--- src/rtl/mem_ctrl.sv ---
// MEM-stage load/store controller: alignment check, req/ack data-bus transaction,
// load extraction with sign/zero extension and a stall request while the bus is busy.
module mem_ctrl #(
  parameter int unsigned ADDR_W = 32,
  parameter int unsigned DATA_W = 32
) (
  input  logic              clk,
  input  logic              reset,
  input  logic              ex_en,
  input  logic [3:0]        ex_mem_op,
  input  logic [DATA_W-1:0] ex_out,
  input  logic [DATA_W-1:0] ex_mem_wr_data,
  input  logic              flush,
  output logic [DATA_W-1:0] out,
  output logic              miss_align,
  output logic              busy,
  output logic              bus_req,
  output logic              bus_rw,
  output logic [ADDR_W-3:0] bus_addr,
  output logic [3:0]        bus_be,
  output logic [DATA_W-1:0] bus_wr_data,
  input  logic [DATA_W-1:0] bus_rd_data,
  input  logic              bus_ack
);

  localparam logic [3:0] OpLb  = 4'd1;
  localparam logic [3:0] OpLbu = 4'd2;
  localparam logic [3:0] OpLh  = 4'd3;
  localparam logic [3:0] OpLhu = 4'd4;
  localparam logic [3:0] OpLw  = 4'd5;
  localparam logic [3:0] OpSb  = 4'd6;
  localparam logic [3:0] OpSh  = 4'd7;
  localparam logic [3:0] OpSw  = 4'd8;

  typedef enum logic [1:0] {StIdle, StReq, StDone} state_t;

  state_t            state_q;
  logic              kill_q;
  logic [3:0]        op_q;
  logic [1:0]        lane_q;
  logic [DATA_W-1:0] result_q;

  logic              is_load;
  logic              is_mem;
  logic              sz_byte;
  logic              sz_half;
  logic              sz_word;
  logic              start;
  logic [3:0]        be_new;
  logic [DATA_W-1:0] wd_new;
  logic [7:0]        rd_byte;
  logic [15:0]       rd_half;
  logic [DATA_W-1:0] ld_data;

  // Decode of the incoming EX/MEM operation.
  always_comb begin
    is_load = 1'b0;
    sz_byte = 1'b0;
    sz_half = 1'b0;
    sz_word = 1'b0;
    unique case (ex_mem_op)
      OpLb, OpLbu: begin is_load = 1'b1; sz_byte = 1'b1; end
      OpLh, OpLhu: begin is_load = 1'b1; sz_half = 1'b1; end
      OpLw:        begin is_load = 1'b1; sz_word = 1'b1; end
      OpSb:        sz_byte = 1'b1;
      OpSh:        sz_half = 1'b1;
      OpSw:        sz_word = 1'b1;
      default:     ;
    endcase
    is_mem = sz_byte | sz_half | sz_word;
  end

  assign miss_align = ex_en & ((sz_half & ex_out[0]) | (sz_word & (ex_out[1:0] != 2'b00)));
  assign start      = (state_q == StIdle) & ex_en & is_mem & ~miss_align & ~flush;

  // Byte enables and lane-replicated write data for the access about to start.
  always_comb begin
    be_new = 4'b0000;
    wd_new = ex_mem_wr_data;
    if (sz_byte) begin
      be_new = 4'b0001 << ex_out[1:0];
      wd_new = {4{ex_mem_wr_data[7:0]}};
    end else if (sz_half) begin
      be_new = ex_out[1] ? 4'b1100 : 4'b0011;
      wd_new = {2{ex_mem_wr_data[15:0]}};
    end else if (sz_word) begin
      be_new = 4'b1111;
    end
  end

  // Load extraction uses the latched op and lane, not the live EX/MEM inputs.
  always_comb begin
    rd_byte = bus_rd_data[7:0];
    unique case (lane_q)
      2'd0: rd_byte = bus_rd_data[7:0];
      2'd1: rd_byte = bus_rd_data[15:8];
      2'd2: rd_byte = bus_rd_data[23:16];
      2'd3: rd_byte = bus_rd_data[31:24];
      default: ;
    endcase
    rd_half = lane_q[1] ? bus_rd_data[31:16] : bus_rd_data[15:0];
    ld_data = '0;
    case (op_q)
      OpLb:    ld_data = {{24{rd_byte[7]}}, rd_byte};
      OpLbu:   ld_data = {24'd0, rd_byte};
      OpLh:    ld_data = {{16{rd_half[15]}}, rd_half};
      OpLhu:   ld_data = {16'd0, rd_half};
      OpLw:    ld_data = bus_rd_data;
      default: ld_data = '0;
    endcase
  end

  always_comb begin
    busy = 1'b0;
    out  = '0;
    unique case (state_q)
      StIdle: begin
        busy = start;
        out  = is_mem ? '0 : ex_out;
      end
      StReq: begin
        busy = 1'b1;
        out  = '0;
      end
      StDone: begin
        busy = 1'b0;
        out  = result_q;
      end
      default: ;
    endcase
  end

  always_ff @(posedge clk or negedge reset) begin
    if (!reset) begin
      state_q     <= StIdle;
      bus_req     <= 1'b0;
      bus_rw      <= 1'b1;
      bus_addr    <= '0;
      bus_be      <= 4'b0000;
      bus_wr_data <= '0;
      result_q    <= '0;
      kill_q      <= 1'b0;
      op_q        <= 4'd0;
      lane_q      <= 2'd0;
    end else begin
      unique case (state_q)
        StIdle: begin
          kill_q <= 1'b0;
          if (start) begin
            state_q     <= StReq;
            bus_req     <= 1'b1;
            bus_rw      <= is_load;
            bus_addr    <= ex_out[ADDR_W-1:2];
            bus_be      <= be_new;
            bus_wr_data <= wd_new;
            op_q        <= ex_mem_op;
            lane_q      <= ex_out[1:0];
          end
        end
        StReq: begin
          if (flush) kill_q <= 1'b1;
          if (bus_ack) begin
            bus_req <= 1'b0;
            // A flush seen in the ack cycle itself also kills the access.
            if (kill_q || flush) begin
              state_q <= StIdle;
              kill_q  <= 1'b0;
            end else begin
              state_q  <= StDone;
              result_q <= ld_data;
            end
          end
        end
        StDone: begin
          state_q <= StIdle;
        end
        default: state_q <= StIdle;
      endcase
    end
  end

endmodule

--- config.mk ---
export PLATFORM = sky130hd
export DESIGN_NAME = mem_ctrl
export DESIGN_NICKNAME = d
export VERILOG_FILES = /design/src/rtl/mem_ctrl.sv
export SDC_FILE = /design/constraint.sdc
export NUM_CORES = 1
export LEC_CHECK = 0
export ABC_CLOCK_PERIOD_IN_PS = 3700
export CORE_ASPECT_RATIO = 0.5
export CORE_MARGIN = 1
export CORE_UTILIZATION = 49
export DETAILED_ROUTE_END_ITERATION = 12
export PLACE_DENSITY = 0.92
export SETUP_SLACK_MARGIN = 0.02
export SLEW_MARGIN = 5
export SYNTH_ARGS = -nofsm -noshare
export SYNTH_HDL_FRONTEND = slang
export SYNTH_SLANG_ARGS = --single-unit
--- constraint.sdc ---
create_clock -name clk -period 3.7 [get_ports clk]
set_clock_uncertainty 0.15 [all_clocks]
set_input_delay 0.74 -clock clk [delete_from_list [all_inputs] [get_ports clk]]
set_output_delay 0.74 -clock clk [all_outputs]
set_load 0.01 [all_outputs]
==> results of run 1 <==
==> through the flow <==
stage          utilization  TNS (ns)
6_report             0.756         0
5_1_grt              0.756   -0.0731
4_1_cts              0.748         0
3_5_place_dp         0.716     -3.38
3_3_place_gp         0.716         0
2_1_floorplan            -         0
==> worst max-delay path, stage by stage <==
cell and delay, ns:
clkdlybuf4s50_1 0.46, nor3_4 0.25, xnor2_2 0.12, nor3_4 0.27, buf_6 0.16, buf_16 0.12, a22o_1 0.13, clkdlybuf4s50_1 0.53
==> worst max path at each step <==
stage               to  slack (ns)
6_report        out[7]       0.005
3_3_place_gp   out[31]        0.02
2_1_floorplan     busy        0.68
5_1_grt         out[7]       -0.07
3_5_place_dp   out[28]       -0.14
4_1_cts        out[28]        0.01
==> cells by family (layout without fill, tap and decap cells) <==
kind of cell / Yosys count / in the layout / share of synthesized area
compound gates: 125 / 125 / 0.149
xor+xnor: 2 / 2 / 0.00304
buf+inv: 38 / 252 / 0.0361
flops: 109 / 109 / 0.474
mux: 117 / 117 / 0.268
simple gates: 78 / 78 / 0.0693
==> what timing repair did <==
action | CTS | global route
cloned | 2 | 0
endpoints found under the setup margin | 32 | 32
resized for setup | 6 | 34
setup buffers | 2 | 2
pin swaps | 0 | 0
==> metal layers <==
metal | global-route usage | up-vias | part of all wire
met5 | 0 | - | 0.00071
met4 | 0.108 | 2 | 0.035
met3 | 0.0889 | 57 | 0.087
met2 | 0.478 | 287 | 0.49
met1 | 0.341 | 2402 | 0.39
li1 | - | 2174 | -
==> power groups by stage <==
stage               logic (W)  registers, W  clock network [W]
floorplan            0.000813       0.00185                  0
global placement      0.00171       0.00181                  0
detailed placement    0.00176       0.00183                  0
CTS                   0.00181       0.00182           0.000936
global route          0.00192       0.00186           0.000988
finish                0.00181       0.00183           0.000922
==> layout make-up <==
class,instances,area (um2)
clock buffer,10,229
clock inverter,6,45.0
fill,700,2730
inverter,2,7.51
multi-input combinational,322,2860
sequential,109,2730
tap,159,199
timing repair buffer,234,2410
==> sequential cells by signal, summed over array words and instances (netlist names) <==
name and flops:
bus_wr_data 32, result_q 32, bus_addr 30, bus_be 4
op_q 4, lane_q 2, state_q 2, bus_req 1
bus_rw 1, kill_q 1
==> synth_stat cells (2+ instances only) <==
master	number
o21ai_0	30
mux2i_1	8
nand2_1	34
a221oi_1	12
nor2b_1	2
a21oi_1	31
a21o_1	2
a22o_1	31
buf_2	4
nor3b_1	2
o21ai_1	4
or3b_2	2
nor3_1	2
and3_1	5
mux2_4	48
clkbuf_1	24
buf_6	8
o22ai_1	3
dfrtp_1	108
nand3b_1	2
nand3_1	2
nor2_1	12
mux4_2	5
mux2_2	56
o22a_1	4
nand2b_1	6
and3b_1	3
inv_1	2
==> run_results.csv, run 1 <==
group,metric,value,unit
place,placed_area,8030,um2
clocking,clk_pin_slew,0.08,ns
global_route,antenna_found_initial,1,
route,vias,4922,
place,pre_cts_ws,-0.137,ns
power_and_ir_drop,p_per_area,538,nW/um2
cells_and_area,fin_area,8480,um2
cells_and_area,layout_commonest_cell,"clkdlybuf4s50_1",
floorplan,num_io_pins,207,
global_route,grt_pass1_vias,4950,
sta,setup_viol,0,
cells_and_area,final_nets,783,
sta,final.min_clock_period,3.70,ns
global_route,grt_pass1_wl,26600,um
place,gp_congestion,0.896,
worst_setup_path,rr_startpoint,"lane_q[1]",
route,ant_nets,0,
route,drc,0,
yosys,synth-seq-cells,109,
yosys,ys_seq_area_frac,0.474,
sta,hold_viol,0,
cells_and_area,instances_no_fill,842,
yosys,syn-num-nets,574,
place,dp.cells,820,
floorplan,num_rows,27,
yosys,synth_edf_count,0,
global_route,track_usage,0.283,
clocking,cts_buffers,9,
clocking,cts_root_buf,"clkbuf_16",
worst_setup_path,worstSetupPathType,"input port to output pin",
job,maxCapViolations,0,
route,dr.pass1.iters,6,
floorplan,die_y,78.6,um
floorplan,dieArea,12200,um2
global_route,gr-total-overflow,0,
yosys,ys_types,45,
worst_setup_path,r2r_end,"result_q[0]",
clocking,hold_buffers,0,
power_and_ir_drop,internal_power,0.00311,W
worst_setup_path,reg2reg_slack,1.24,ns
floorplan,core_area,11200,um2
power_and_ir_drop,p_clk_frac,0.202,
cells_and_area,drive_gt1_frac,0.243,
place,place_hpwl,11800,um
power_and_ir_drop,sw_frac_of_total,0.317,
worst_hold_path,hp-class,"input port to asynchronous set/reset pin",
sta,rsz0062_at_grt,"true",
power_and_ir_drop,share_comb_of_total_power,0.397,
route,drt_wl_total,17000,um
power_and_ir_drop,p_total,0.00456,W
route,viasPerCell,5.85,
power_and_ir_drop,ir_drop,0.369,mV
yosys,async_reset_ff_frac,1.00,
yosys,syn_inst,469,
cells_and_area,antennaDiodeCount,0,
worst_setup_path,critPathLaunch,"ex_mem_op[1]",
cells_and_area,area_growth_syn_to_layout,47.4,%
yosys,ys.flop_type,"dfrtp_1",
power_and_ir_drop,p_leak,3.97,nW
sta,slew-limit-headroom,0.420,
yosys,ys_warn_count,0,
sta,fin_ws,0.00460,ns
sta,max_freq,0.271,GHz
yosys,synth_top_area_cell,"dfrtp_1",
cells_and_area,layout_common_cells,"clkdlybuf4s50_1 (172), dfrtp_1 (108), mux2_2 (56), mux2_4 (48), nand2_1 (34)",
sta,fin_crit_sh,0.999,
power_and_ir_drop,power_switching,0.00145,W
yosys,synth.top_cell.area_share,0.470,
worst_setup_path,start_kind,"input port",
worst_setup_path,critPathRequiredTime,2.81,ns
sta,slew_viol_final,0,
yosys,synth_area_leaders,"dfrtp_1 (47%), mux2_4 (13%), mux2_2 (11%), a22o_1 (4.7%), a21oi_1 (2.7%)",
floorplan,start_util,0.513,
yosys,syn_area_per_cell,12.3,um2
worst_setup_path,critPathArrivalTime,2.81,ns
place,io_buffers,206,
yosys,syn-cell-area,5760,um2
power_and_ir_drop,seqPwrFrac,0.401,
clocking,clk-insertion-delay-late,0.35,ns
global_route,grt_max_degree,67,
floorplan,die_w,155,um
status,status,"finished, final reports clean",
clocking,cts_max_path_buffers,2,
sta,worstMarginPinSlew,0.869,ns
worst_setup_path,crit_path_max_fanout,8,
worst_setup_path,reg2reg_depth,4,
route,wl_per_cell,20.2,um
clocking,cts_sinks,109,
clocking,cts_max_level,3,
route,drt_iter0_drc,490,
clocking,tritoncts,"done",
sta,hold_ws,0.341,ns
worst_setup_path,cp-end-kind,"output pin",
No activity file was read; power rests on OpenSTA's default activity.
==> run 2: changes to the inputs <==
--- a/config.mk
+++ b/config.mk
@@ -9,8 +9,11 @@
 export CORE_ASPECT_RATIO = 0.5
 export CORE_MARGIN = 1
 export CORE_UTILIZATION = 49
+export CTS_CLUSTER_SIZE = 12
 export DETAILED_ROUTE_END_ITERATION = 12
+export MAX_ROUTING_LAYER = met4
 export PLACE_DENSITY = 0.92
+export RECOVER_POWER = 25
 export SETUP_SLACK_MARGIN = 0.02
 export SLEW_MARGIN = 5
 export SYNTH_ARGS = -nofsm -noshare
==> run_results.csv, run 2 (synthesis gave the netlist of run 1 again) <==
group,metric,value,unit
status,status,"finished, violations left",
status,violations,"max-capacitance violations, max-slew violations",
worst_setup_path,reg2reg_slack,1.24,ns
cells_and_area,layout_commonest_cell,"clkdlybuf4s50_1",
floorplan,num_io_pins,207,
worst_hold_path,hp-class,"register to register",
sta,worstMarginPinSlew,1.66,ns
sta,fin_ws,0.00152,ns
floorplan,num_rows,27,
worst_setup_path,cpPeakStageDelay,0.53,ns
route,ant_nets,0,
global_route,grt_pass1_vias,4967,
route,drc,0,
cells_and_area,drive_gt1_frac,0.240,
clocking,cts_sinks,109,
clocking,cts_max_path_buffers,2,
cells_and_area,final_nets,783,
job,maxCapViolations,1,
sta,fin_crit_sh,1.00,
floorplan,die_w,155,um
worst_hold_path,hold_depth,1,
sta,setup_viol,0,
clocking,cts_buffers,9,
sta,rsz0062_at_grt,"true",
global_route,antenna_found_initial,1,
power_and_ir_drop,p_per_area,538,nW/um2
sta,slew-limit-headroom,-0.109,
route,drt_iter0_drc,549,
global_route,grt_max_degree,67,
global_route,gr-total-overflow,0,
cells_and_area,largestRegisters,"bus_wr_data (32), result_q (32), bus_addr (30)",
clocking,cts_root_buf,"clkbuf_16",
route,viasPerCell,5.84,
worst_setup_path,start_kind,"input port",
place,io_buffers,206,
place,dp.cells,820,
global_route,track_usage,0.291,
route,drt_wl_total,16900,um
worst_hold_path,hp-start,"bus_req",
worst_setup_path,r2r_end,"result_q[0]",
place,place_hpwl,11800,um
worst_setup_path,critPathArrivalTime,2.81,ns
floorplan,dieArea,12200,um2
sta,hold_ws,0.340,ns
worst_setup_path,rr_startpoint,"lane_q[1]",
sta,max_freq,0.270,GHz
route,dr.pass1.iters,6,
cells_and_area,instances_no_fill,843,
cells_and_area,area_growth_syn_to_layout,47.2,%
worst_setup_path,cp-end-kind,"output pin",
global_route,grt_pass1_wl,26500,um
worst_setup_path,worstSetupPathType,"input port to output pin",
worst_setup_path,critPathLaunch,"ex_mem_op[1]",
clocking,clk-insertion-delay-late,0.35,ns
clocking,clk_pin_slew,0.07,ns
cells_and_area,layout_common_cells,"clkdlybuf4s50_1 (171), dfrtp_1 (108), mux2_2 (56), mux2_4 (48), nand2_1 (34)",
clocking,tritoncts,"done",
worst_setup_path,critical_path.cell_chain,"clkdlybuf4s50_1 -> nor3_4 -> xnor2_2 -> nor3_4 -> buf_6 -> buf_16 -> a22o_1 -> clkdlybuf4s50_1",
sta,final.min_clock_period,3.70,ns
worst_setup_path,crit_path_max_fanout,8,
floorplan,start_util,0.513,
power_and_ir_drop,p_leak,3.97,nW
floorplan,die_y,78.6,um
route,wl_per_cell,20.1,um
worst_setup_path,critical_path.slowest_cell,"clkdlybuf4s50_1",
place,pre_cts_ws,-0.137,ns
place,gp_congestion,0.911,
floorplan,core_area,11200,um2
clocking,cts_max_level,3,
worst_setup_path,reg2reg_depth,4,
worst_hold_path,holdPathEnd,"bus_req",
power_and_ir_drop,ir_drop,0.369,mV
sta,slew_viol_final,67,
cells_and_area,fillCellCount,704,
sta,hold_viol,0,
worst_setup_path,critPathRequiredTime,2.81,ns
route,vias,4926,
-- run 2: cell count changes in the layout (fill, tap and decap cells not counted) --
cell / previous run / this run
clkbuf_1: 1 / 3
clkdlybuf4s50_1: 172 / 171
clkbuf_2: 0 / 1
dlygate4sd3_1: 0 / 1
diode_2: 0 / 1
buf_4: 22 / 19
-- run 2: power breakdown --
part | switching, W | internal (W)
clock | 0.000455 | 0.000464
combinational | 0.000703 | 0.00111
sequential | 0.000287 | 0.00154
-- run 2: worst max-delay path: cells and delay by family --
family,cells,cell delay [ns]
and+or+nand+nor,2,0.52
AOI/OAI and AO/OA,1,0.13
buffers and inverters,4,1.28
xor gates and xnor gates,1,0.12
-- run 2: worst max-delay path by stage --
stage,endpoint,slack (ns),depth (start not counted)
floorplan,busy,0.68,5
global placement,out[31],0.02,7
detailed placement,out[28],-0.14,7
CTS,out[28],0.01,8
global route,out[7],-0.07,8
finish,out[7],0.002,8
-- run 2: cell type report --
| type | count | area, um2 | share of cell area |
|---|---|---|---|
| multi-input combinational | 322 | 2860 | 0.337 |
| inverter | 2 | 7.51 | 0.000886 |
| tap | 159 | 199 | 0.0235 |
| clock inverter | 6 | 45.0 | 0.00532 |
| timing repair buffer | 234 | 2400 | 0.284 |
| antenna | 1 | 2.50 | 0.000295 |
| sequential | 109 | 2730 | 0.322 |
| clock buffer | 10 | 229 | 0.0270 |
-- run 2: timing repair --
| action | in CTS | in global routing |
|---|---|---|
| endpoints found under the setup margin | 32 | 32 |
| hold buffers | 0 | 0 |
| gates cloned | 2 | 0 |
| gates resized for setup | 6 | 34 |
| buffers inserted | 2 | 2 |
-- run 2: routing by layer --
layer / routed length, um / vias up / track usage / part of all wire
met5: 0 / - / - / 0
met4: 624 / 0 / 0.114 / 0.037
met3: 1450 / 73 / 0.0812 / 0.086
met2: 8190 / 279 / 0.477 / 0.48
met1: 6660 / 2399 / 0.345 / 0.39
li1: - / 2175 / - / -
-- run 2: metrics by stage --
step	total power, W	utilization	area (um2)	setup TNS, ns
detailed placement	0.00359	0.716	8030	-3.38
finish	0.00456	0.756	8470	0
floorplan	0.00266	-	5760	0
global placement	0.00352	0.716	8030	0
CTS	0.00456	0.748	8390	0
global route	0.00477	0.756	8470	-0.0731
